[config.mk]
export PLATFORM = sky130hd
export DESIGN_NAME = mod_n_counter
export DESIGN_NICKNAME = d
export VERILOG_FILES = /design/src/rtl/mod_n_counter_pkg.sv /design/src/rtl/mod_n_counter.sv
export SDC_FILE = /design/constraint.sdc
export NUM_CORES = 1
export LEC_CHECK = 0
export ABC_AREA = 1
export BUFFER_PORTS_ARGS = -buffer_cell sky130_fd_sc_hd__buf_2
export CAP_MARGIN = 20
export CORE_AREA = 4 4 41 43
export CTS_BUF_LIST = sky130_fd_sc_hd__clkbuf_8
export CTS_CLUSTER_DIAMETER = 40
export DETAILED_ROUTE_END_ITERATION = 12
export DIE_AREA = 0 0 45 47
export HOLD_SLACK_MARGIN = 0.12
export PLACE_DENSITY = 0.41
export SLEW_MARGIN = 25
export SYNTH_ARGS = -nofsm -noshare
export SYNTH_HDL_FRONTEND = slang
export SYNTH_SLANG_ARGS = --single-unit
[constraint.sdc]
create_clock -name clk -period 1 [get_ports clk]
set_input_delay 0.2 -clock clk [delete_from_list [all_inputs] [get_ports clk]]
set_output_delay 0.2 -clock clk [all_outputs]
set_load 0.05 [all_outputs]
[src/rtl/mod_n_counter_pkg.sv]
// rtl/mod_n_counter_pkg.sv - shared defaults and width helper for mod_n_counter
package mod_n_counter_pkg;

  localparam int MODN_DEFAULT_N     = 10;
  localparam int MODN_DEFAULT_WIDTH = 4;

  // Smallest bit width able to hold every value 0..n-1.
  function automatic int modn_min_width(input int n);
    return (n <= 2) ? 1 : $clog2(n);
  endfunction

endpackage

[src/rtl/mod_n_counter.sv]
// rtl/mod_n_counter.sv - free-running modulo-N counter with terminal-count flag
module mod_n_counter
  import mod_n_counter_pkg::*;
#(
  parameter int N     = MODN_DEFAULT_N,
  parameter int WIDTH = MODN_DEFAULT_WIDTH
) (
  input  logic             clk,
  input  logic             reset,
  output logic [WIDTH-1:0] out,
  output logic             tc
);

  if (N < 2 || WIDTH < modn_min_width(N)) begin : g_bad_param
    $error("mod_n_counter: illegal parameters N=%0d WIDTH=%0d", N, WIDTH);
  end

  localparam logic [WIDTH-1:0] LAST = WIDTH'(N - 1);

  logic [WIDTH-1:0] r_count;
  logic [WIDTH-1:0] w_next;

  // Any value at or above LAST returns to zero, which also scrubs illegal power-up states.
  always_comb begin
    w_next = r_count + WIDTH'(1);
    if (r_count >= LAST) begin
      w_next = '0;
    end
  end

  always_ff @(posedge clk or posedge reset) begin
    if (reset) begin
      r_count <= '0;
    end else begin
      r_count <= w_next;
    end
  end

  assign out = r_count;
  assign tc  = (r_count == LAST);

endmodule

* After elaboration in Yosys (flattened, before gate mapping)
Cells that the tools add are included.
** Word-level totals
- Output and inout bits :: 5
- ROM bits :: 0
- Memory bits (writable) :: 0
- Latch bits :: 0
- Register bits :: 4
- Memories kept :: 0
- Bits of input ports :: 2
** Cells by class
- Multiplexer cells :: 1
- Order comparisons :: 1
- Bitwise operators :: 0
- Equality and inequality tests :: 1
- Shift-type cells :: 0
- Divide/modulo/power cells :: 0
- $add $sub $neg :: 1
- $mul :: 0
- Reduce and logical (&&, ||, !) cells :: 0
** Operator list (number)
- adder 4 x 1 -> 4 bit (second input constant) :: 1
- == test 4 bit (second input constant) :: 1
- >= comparator 4 bit (second input constant) :: 1
- two-way mux 4 bit :: 1

* Logic depth before layout (Yosys ltp)
- Word-level depth :: 2
- Mapped depth :: 5

* Least setup slack after synthesis
OpenSTA, ideal clock, no wires.
- Kind :: flip-flop to output port
- Start :: register r_count[0] (netlist: out[0])
- End :: output tc
- Slack :: -859 ps
- Stages on the path, launching flop included :: 4
- Arrival :: 1659 ps
- Cells stage by stage :: dfrtp_1 > ha_1 > nand2_1 > nor2_1
** Between the ends
- Word-level cells in the longest chain between the ends :: 1
** RTL lines
- start, declared :: RTL line mod_n_counter.sv:20 : logic [WIDTH-1:0] r_count;
- start signal, assigned :: RTL line mod_n_counter.sv:35 : r_count <= w_next;
- == test 4 bit :: RTL line mod_n_counter.sv:40 : assign tc = (r_count == LAST);
- end, declared :: RTL line mod_n_counter.sv:11 : output logic tc
Every way passes these cells.

* Final worst setup path
- Start :: register r_count[1] (netlist: out[1])
- End :: output tc
Same word-level chain as after synthesis.

==> reports/results.tsv <==
stage	metric	value	unit
yosys	library cells used by synthesis	9	
timing	post-route worst hold slack	0.400	ns
yosys	Syn Nets	31	
clock_tree	Reg clk slew, reported paths	0.03	ns
drt	final routed wirelength across all metal layers	649	um
yosys	cell taking the most area after synthesis	sky130_fd_sc_hd__dfrtp_1	
yosys	Post-Synth Adder-Cell Area	17.1	%
clock_tree	cell chosen for the clock root	sky130_fd_sc_hd__clkbuf_8	
critical_path	CP required	0.80	ns
grt	vias in the first global route	233	
grt	gr usage total	7.38	%
placement	number of port buffers	6	
critical_path	stage delay of the slowest cell on the critical path	0.40	ns
critical_path	kind of cell with the highest combined delay on the critical path	flip-flops	
yosys	post-synthesis simple-gate area fraction	17.7	%
cells_and_area	Final nets	51	
timing	remaining max-slew budget at the tightest pin	90.4	%
critical_path	end of the worst register-to-register path	out[2]	
yosys	mapped cell area	219	sq um
yosys	synthesized flop and latch total	4	
critical_path	class of the most critical setup path	flop to output port	
yosys	top cells by area in the synthesized netlist	sky130_fd_sc_hd__dfrtp_1 46%, sky130_fd_sc_hd__ha_1 17%, sky130_fd_sc_hd__inv_1 10%	
timing	final critical-path share of the clock period	132	%
timing	Clock Skews	0.00154	ns
timing	Fin Setup TNS	-1.68	ns
critical_path	startpoint type of the worst setup path	flop	
grt	maximum number of pins on one net before global-route repair	7	
timing	final period demand of the worst path	1.32	ns
floorplan	initial cell density of the core	16.8	%
power_and_ir_drop	worst supply voltage drop on vdd	0.829	mV
critical_path	critical path data arrival time	1.12	ns
floorplan	number of standard-cell rows in the floorplan	13	
hold_path	class of the worst hold path	input port to async pin	
drt	Routed WL per cell	10.8	um
timing	fmax	0.758	GHz
clock_tree	Clock Tree Buf Depth	2	
yosys	Synth Area in Compound Gates	9.14	%
run_status	violated checks	setup timing	
yosys	multiplexer share of the synthesized area	0	%
timing	actual slew at the worst max-slew pin	0.144	ns
cells_and_area	utilization after layout	40.2	%
floorplan	die area	2120	sq um
timing	pins over their slew limit	0	
timing	unrepaired setup endpoints after global routing	yes	
cells_and_area	Syn-to-layout area delta	139	%
yosys	synthesized netlist cell count	26	
drt	number of search-and-repair iterations in the first detailed-routing pass	2	
cells_and_area	fraction of layout instances using a drive strength above 1	84.4	%
clock_tree	CTS HTree Levels	1	
critical_path	critical path buffer and inverter count	2	
floorplan	floorplan die width	45	um
flow_run	number of maximum-capacitance constraint violations	0	
grt	aggregate global routing overflow	0	
clock_tree	clock tree from TritonCTS	done	
critical_path	depth of the most critical reg-to-reg path	6	
drt	total number of vias	248	
timing	post-route setup slack	-0.319	ns
grt	initial antenna violation count	0	
yosys	share of the yosys chip area belonging to registers	45.7	%
floorplan	number of primary I/O pins	7	
critical_path	top fanout value on the critical path	2	
cells_and_area	number of flip-flops under the largest register name	4	
timing	endpoints failing hold	0	
cells_and_area	antenna diode count	0	
clock_tree	total clock buffers created by CTS	3	
power_and_ir_drop	Cell Pwr Density	990	nW/um^2
placement	final weighted congestion of routability-driven global placement	0.746	
drt	per-cell via count in the routed design	4.13	
drt	number of nets still failing antenna checks after routing	0	
yosys	share of Yosys cell area claimed by the top area cell type	45.7	%
clock_tree	number of sinks driven by the clock tree	4	
floorplan	placeable core area	1300	sq um
critical_path	Worst path slowest cell	sky130_fd_sc_hd__dfrtp_2	
grt	first-pass GRT wire length	1.05	mm
critical_path	reg-to-reg setup timing slack	-0.25	ns
power_and_ir_drop	Leakage Power	0.247	nW
clock_tree	latest clock arrival within the worst-skew pair	0.22	ns
yosys	combinational family with the most area after synthesis	simple AND/OR/NAND/NOR gates	
yosys	Synth Area in XOR/XNOR	0	%
critical_path	list of cells traversed by the critical path	inv_2, ha_4, nand2_4, nor2_4, buf_6	
timing	number of endpoints failing setup at the final stage	9	
floorplan	Die Span Y	47	um
run_status	result of the run	complete, but fails checks	
yosys	Syn. warnings	0	
drt	number of remaining DRC errors	0	
cells_and_area	layout filler cell count	148	
drt	DR iter-0 viols	2	
critical_path	Setup crit end kind	output port	
placement	worst slack, placed	-0.197	ns
yosys	per-instance average area after synthesis	8.42	sq um
critical_path	Crit Reg-Reg Startpoint	out[0]	
[what timing repair did]
action                                 in CTS  in global routing
hold buffers                                1                  0
buffers inserted                            1                  2
resized for setup                          18                 16
setup endpoints to repair                   9                  9
pin swaps                                   3                  7
endpoints found under the hold margin       4                  0
[power breakdown]
part / internal [W] / switching (W) / total [W]
clock: 0.000262 / 0.0000852 / 0.000347
combinational: 0.00000417 / 0.00000352 / 0.00000769
sequential: 0.000163 / 0 / 0.000163
[metrics by stage]
stage / cells / power (W) / area [sq um]
floorplan: 26 / 0.000167 / 245
global placement: 53 / 0.000170 / 339
detailed placement: 53 / 0.000170 / 339
CTS: 59 / 0.000529 / 470
global route: 60 / 0.000548 / 523
finish: 60 / 0.000518 / 523
[final cells by class]
type	instances	area [sq um]	share of cell area, %
Inverter	6	22.5	4.31
Clock buffer	3	41.3	7.89
Timing Repair Buffer	15	143	27.3
Multi-Input combinational cell	16	189	36.1
Sequential cell	4	105	20.1
Clock inverter	1	3.75	0.718
Tap cell	15	18.8	3.59
[cells in the mapped netlist]
cell	number
sky130_fd_sc_hd__o21ai_0	1
sky130_fd_sc_hd__ha_1	3
sky130_fd_sc_hd__nor2_2	1
sky130_fd_sc_hd__nand3_1	2
sky130_fd_sc_hd__nand2_1	5
sky130_fd_sc_hd__a21oi_1	3
sky130_fd_sc_hd__dfrtp_1	4
sky130_fd_sc_hd__inv_1	6
sky130_fd_sc_hd__nor2_1	1
[worst reg2reg max path, delay by kind of cell, from the launching register on]
family          cells  cell delay [ns]
compound gates      1             0.14
fa+ha+maj           1             0.18
buf+inv             2             0.24
flops               1             0.42
simple gates        2             0.19
[layout by cell type (no fill, tap or decap), drive strengths merged]
master,n
buf,14
inv,7
nand2,5
dfrtp,4
a21oi,3
ha,3
clkbuf,3
nor2,2
nand3,2
o21ai,1
dlygate4sd3,1
[logic make-up after synthesis]
logic type / Yosys count
simple gates: 9
buf+inv: 6
compound gates: 4
flops: 4
fa+ha+maj: 3
[worst max-delay path by stage]
| stage | startpoint | end | slack, ns | cells past startpoint |
|---|---|---|---|---|
| final | out[1] | tc | -0.32 | 5 |
| after floorplan | out[1] | tc | -0.30 | 4 |
| after detailed placement | out[1] | tc | -0.20 | 5 |
| after CTS | out[1] | tc | -0.33 | 5 |
| after global routing | out[1] | tc | -0.37 | 5 |
| after global placement | out[1] | tc | -0.18 | 5 |
[per-layer routing]
| metal | share of wire [%] | up-vias | global-route usage, % | wire length (um) |
|---|---|---|---|---|
| li1 | - | 119 | - | - |
| met1 | 36 | 121 | 8.05 | 235 |
| met2 | 54 | 8 | 11.0 | 353 |
| met3 | 9.2 | 0 | 6.13 | 60 |
| met4 | 0 | 0 | 1.75 | 0 |
| met5 | 0 | - | 0 | 0 |
Power figures use the tool's default switching activity.
